[config.mk]
export PLATFORM = sky130hd
export DESIGN_NAME = jk_mod_counter
export DESIGN_NICKNAME = d
export VERILOG_FILES = /design/src/rtl/jk_pkg.sv /design/src/rtl/jk_cell.sv /design/src/rtl/jk_mod_counter.sv
export SDC_FILE = /design/constraint.sdc
export NUM_CORES = 1
export LEC_CHECK = 0
export CAP_MARGIN = 10
export CORE_UTILIZATION = 32
export CTS_BUF_LIST = sky130_fd_sc_hd__clkbuf_8
export DETAILED_ROUTE_END_ITERATION = 10
export SKIP_LAST_GASP = 1
export SLEW_MARGIN = 20
export SYNTH_ARGS = -nofsm -noshare
export SYNTH_HDL_FRONTEND = slang
export SYNTH_SLANG_ARGS = --single-unit
[constraint.sdc]
create_clock -name clk -period 2.9 [get_ports clk]
set_clock_uncertainty 0.2 [all_clocks]
set_input_delay 0.725 -clock clk [delete_from_list [all_inputs] [get_ports clk]]
set_output_delay 0.725 -clock clk [all_outputs]
set_load 0.03 [all_outputs]
[src/rtl/jk_pkg.sv]
// Shared JK flip-flop operation codes and the excitation helper
// used by the counter bank.
package jk_pkg;

    localparam logic [1:0] JK_HOLD = 2'b00;
    localparam logic [1:0] JK_RST  = 2'b01;
    localparam logic [1:0] JK_SET  = 2'b10;
    localparam logic [1:0] JK_TGL  = 2'b11;

    // Returns {J,K} that moves a cell from cur to nxt without toggling.
    function automatic logic [1:0] jk_excite(
        input logic cur,
        input logic nxt
    );
        return {nxt & ~cur, ~nxt & cur};
    endfunction

endpackage

[src/rtl/jk_cell.sv]
// Single JK flip-flop with asynchronous active-low reset.
// Supports hold, reset, set and toggle.
module jk_cell
    import jk_pkg::*;
(
    input  logic clk,
    input  logic rst_n,
    input  logic j,
    input  logic k,
    output logic q,
    output logic nq
);

    logic state_q;
    logic state_d;

    always_comb begin
        state_d = state_q;
        unique case ({j, k})
            JK_HOLD: state_d = state_q;
            JK_RST:  state_d = 1'b0;
            JK_SET:  state_d = 1'b1;
            JK_TGL:  state_d = ~state_q;
        endcase
    end

    always_ff @(posedge clk or negedge rst_n) begin
        if (!rst_n) begin
            state_q <= 1'b0;
        end else begin
            state_q <= state_d;
        end
    end

    assign q  = state_q;
    assign nq = ~state_q;

endmodule

[src/rtl/jk_mod_counter.sv]
// Modulo-N up/down counter with load, held entirely in JK cells,
// plus terminal-count, wrap and load-error flags.
module jk_mod_counter
    import jk_pkg::*;
#(
    parameter int WIDTH   = 3,
    parameter int MODULUS = 7
) (
    input  logic             clk,
    input  logic             rst_n,
    input  logic             en,
    input  logic             up,
    input  logic             load,
    input  logic [WIDTH-1:0] din,
    output logic [WIDTH-1:0] q,
    output logic [WIDTH-1:0] qn,
    output logic             tc,
    output logic             wrap,
    output logic             load_err
);

    if (MODULUS < 2 || MODULUS > (1 << WIDTH)) begin : g_bad_modulus
        $error("jk_mod_counter: MODULUS out of range for WIDTH");
    end

    localparam logic [WIDTH-1:0] MAX_V = WIDTH'(MODULUS - 1);
    localparam logic [WIDTH:0]   MOD_W = (WIDTH + 1)'(MODULUS);

    logic [WIDTH-1:0] cnt_q;
    logic [WIDTH-1:0] cnt_d;
    logic [WIDTH-1:0] cnt_n;
    logic             wrap_q;
    logic             wrap_d;
    logic             load_err_q;
    logic             load_err_d;
    logic             at_max;
    logic             at_zero;
    logic             in_range;
    logic [1:0]       jk [WIDTH];

    assign at_max   = (cnt_q == MAX_V);
    assign at_zero  = (cnt_q == '0);
    assign in_range = ({1'b0, din} < MOD_W);

    always_comb begin
        cnt_d      = cnt_q;
        wrap_d     = 1'b0;
        load_err_d = 1'b0;
        if (load) begin
            cnt_d      = in_range ? din : '0;
            load_err_d = ~in_range;
        end else if (en) begin
            if (up) begin
                cnt_d  = at_max ? '0 : cnt_q + WIDTH'(1);
                wrap_d = at_max;
            end else begin
                cnt_d  = at_zero ? MAX_V : cnt_q - WIDTH'(1);
                wrap_d = at_zero;
            end
        end
    end

    for (genvar g = 0; g < WIDTH; g++) begin : g_cell
        assign jk[g] = jk_excite(cnt_q[g], cnt_d[g]);
        jk_cell u_cell (
            .clk   (clk),
            .rst_n (rst_n),
            .j     (jk[g][1]),
            .k     (jk[g][0]),
            .q     (cnt_q[g]),
            .nq    (cnt_n[g])
        );
    end

    always_ff @(posedge clk or negedge rst_n) begin
        if (!rst_n) begin
            wrap_q     <= 1'b0;
            load_err_q <= 1'b0;
        end else begin
            wrap_q     <= wrap_d;
            load_err_q <= load_err_d;
        end
    end

    assign q        = cnt_q;
    assign qn       = cnt_n;
    assign tc       = en & ~load & (up ? at_max : at_zero);
    assign wrap     = wrap_q;
    assign load_err = load_err_q;

endmodule

==> impl_metrics.csv <==
group,metric,value,unit
hold_path,hold_path_end,"g_cell[1].u_cell.q",
routing,viasPerCell,4.884,
power_and_ir_drop,ir_drop,485.0,uV
logic_synthesis,syn_area,489.2,um^2
critical_path,critical_path.max_fanout,6,
timing,finalWorstPathRequiredPeriod,2.795,ns
clock_tree,cts_buffers,3,
logic_synthesis,ys_seq_area_frac,0.2558,
grt,grtUsageTotal,0.1467,
floorplan,die_x,41.10,um
clock_tree,clk_path_buf_depth,2,
grt,overflow,0,
hold_path,hold_path_depth,1,
clock_tree,ctsResizeCount,0,
clock_tree,cts_tree,"built",
logic_synthesis,synthCells,57,
routing,ant_nets,0,
routing,drtPass1Iterations,4,
routing,first_iter_violations,9,
floorplan,core,1366,um^2
layout,drive_above_1_share,0.1408,
critical_path,r2r_cells,8,
routing,dr_total_vias,420,
critical_path,crit_required,1.98,ns
clock_tree,root_buffer,"clkbuf_8",
flow_run,cap_violations,0,
timing,maxSlewHeadroom,0.7958,
layout,fillers,142,
logic_synthesis,yosys_warnings,0,
layout,seq_area,125.1,um^2
critical_path,cp-start-kind,"input port",
critical_path,path_class,"in -> out",
layout,fin_nets,88,
clock_tree,cts_setup_buffers,0,
logic_synthesis,yosysMostFrequentCell,"ha_1",
critical_path,rr_endpoint,"g_cell[0].u_cell.q",
logic_synthesis,syn_nets,73,
critical_path,r2r_slack,0.52,ns
logic_synthesis,synth_flop_cell,"dfrtp_1",
critical_path,worstPathArrival,1.87,ns
timing,grt_setup_unrepaired,"false",
clock_tree,path_clk_slew,0.03,ns
timing,holdWs,0.4213,ns
place,hpwl,750.7,um
floorplan,die_h,41.10,um
timing,tightest_slew,0.3054,ns
timing,fin_setup_tns,0,ns
outcome,status,"finished clean",
power_and_ir_drop,p_total,0.6241,mW
logic_synthesis,yosysUniqueCellTypes,22,
timing,post-route-period-util,0.9638,
floorplan,ioPinCount,17,
layout,multi_input_area,296.5,um^2
logic_synthesis,yosys.area.top_type,"dfrtp_1",
floorplan,rows,13,
floorplan,start_util,0.3581,
grt,grt_max_degree,9,
logic_synthesis,synthTopCellsByCount,"ha_1, nand2_1, buf_4, dfrtp_1",
clock_tree,htree_num_levels,1,
clock_tree,hold_buffers,0,
logic_synthesis,synth_top_area_frac,0.2558,
floorplan,die_area,1689,um^2
routing,wl,947,um
layout,diodes,0,
grt,grt_antenna_before_repair,0,
power_and_ir_drop,powerDensity,932.3,nW/um^2
layout,syn_to_final_growth,36.83,%
logic_synthesis,yosys-top-cells-area,"dfrtp_1, ha_1, buf_4",
place,place_congestion,0.6702,
hold_path,min_from,"g_cell[1].u_cell.q",
routing,routedWlPerCell,11.01,um
place,io_buffers,16,
logic_synthesis,synth-edff-count,0,
logic_synthesis,synth-seq-cells,5,
timing,max_freq,0.3578,GHz
grt,grt_pass1_vias,359,
critical_path,critPathCaptureType,"output pin",
grt,grt_pass1_wl,1518,um
logic_synthesis,ys_async_sr_fraction,1.000,
timing,final_max_slew_viol_count,0,
routing,drc,0,
clock_tree,insertion_delay,0.22,ns
critical_path,r2r-start,"g_cell[0].u_cell.q",
timing,setup_viol,0,
timing,hold_viol,0,
hold_path,hold_path_class,"reg -> reg",
power_and_ir_drop,p_leak,0.3112,nW
logic_synthesis,avgSynthCellArea,8.583,um^2
clock_tree,cts_sinks,5,
[critical path, stage by stage]
cell and delay [ns]:
clkdlybuf4s50_1 0.56, nor3b_1 0.08, a31oi_1 0.27, nor2_1 0.07, buf_4 0.17
[state kept, by name, indices dropped and copies added, names as in the netlist]
signal and cells:
load_err 1, wrap 1, g_cell.u_cell.q 3
[through the flow]
step                utilization  area (um^2)  setup slack (ns)  cells
floorplan                     -        489.2            0.4827     57
finish                   0.4899        669.4            0.1048     86
detailed placement       0.4570        624.3            0.1204     82
global placement         0.4570        624.3            0.1492     82
CTS                      0.4899        669.4            0.1147     86
global route             0.4899        669.4          0.002421     86
[power breakdown]
| group | internal (mW) | leakage (nW) | switching, mW | total (mW) |
|---|---|---|---|---|
| Sequential | 0.0911 | 0.0655 | 0.0311 | 0.122 |
| Clock | 0.0908 | 0.0269 | 0.0351 | 0.126 |
| Combinational | 0.171 | 0.219 | 0.205 | 0.376 |
[how the worst max path moves through the flow]
| stage | startpoint | endpoint | cells after the start |
|---|---|---|---|
| 4_1_cts | up | tc | 5 |
| 5_1_grt | up | tc | 5 |
| 6_report | up | tc | 5 |
| 3_3_place_gp | up | tc | 5 |
| 2_1_floorplan | load | tc | 3 |
| 3_5_place_dp | up | tc | 5 |
[metal layers]
| layer | routed length (um) | global-route usage | up-vias | part of all wire |
|---|---|---|---|---|
| li1 | - | - | 220 | - |
| met1 | 450 | 0.1603 | 188 | 0.48 |
| met2 | 432 | 0.2266 | 12 | 0.46 |
| met3 | 63 | 0.09783 | 0 | 0.067 |
| met4 | 0 | 0.04839 | 0 | 0 |
| met5 | 0 | 0 | - | 0 |
[placed cells by master (no fill, tap or decap), types with 2 or more instances in the layout]
| cell type | instances |
|---|---|
| a22oi_1 | 2 |
| dfrtp_1 | 5 |
| buf_4 | 2 |
| nand2_1 | 7 |
| a31oi_1 | 2 |
| clkbuf_8 | 3 |
| a21oi_1 | 3 |
| ha_1 | 8 |
| clkdlybuf4s50_1 | 15 |
| nor3_1 | 2 |
| nor2_1 | 4 |
| inv_1 | 5 |
| mux2_2 | 3 |
[area by class of cell]
cell class,instances,share of cell area
Clock buffer,3,0.06168
Clock inverter,1,0.005607
Inverter,5,0.02804
Multi-Input combinational cell,40,0.4430
Sequential cell,5,0.1869
Tap cell,15,0.02804
Timing Repair Buffer,17,0.2467
[logic make-up (layout without fill, tap and decap cells)]
logic type,count (synthesis),after routing,share of synthesized area
buffers and inverters,12,26,0.1381
AOI/OAI and AO/OA,13,13,0.1892
adders and majority gates,8,8,0.2046
muxes,3,3,0.06905
and+or+nand+nor,16,16,0.1432
DFF,5,5,0.2558
Note: power is estimated with default switching activity, not from simulation.
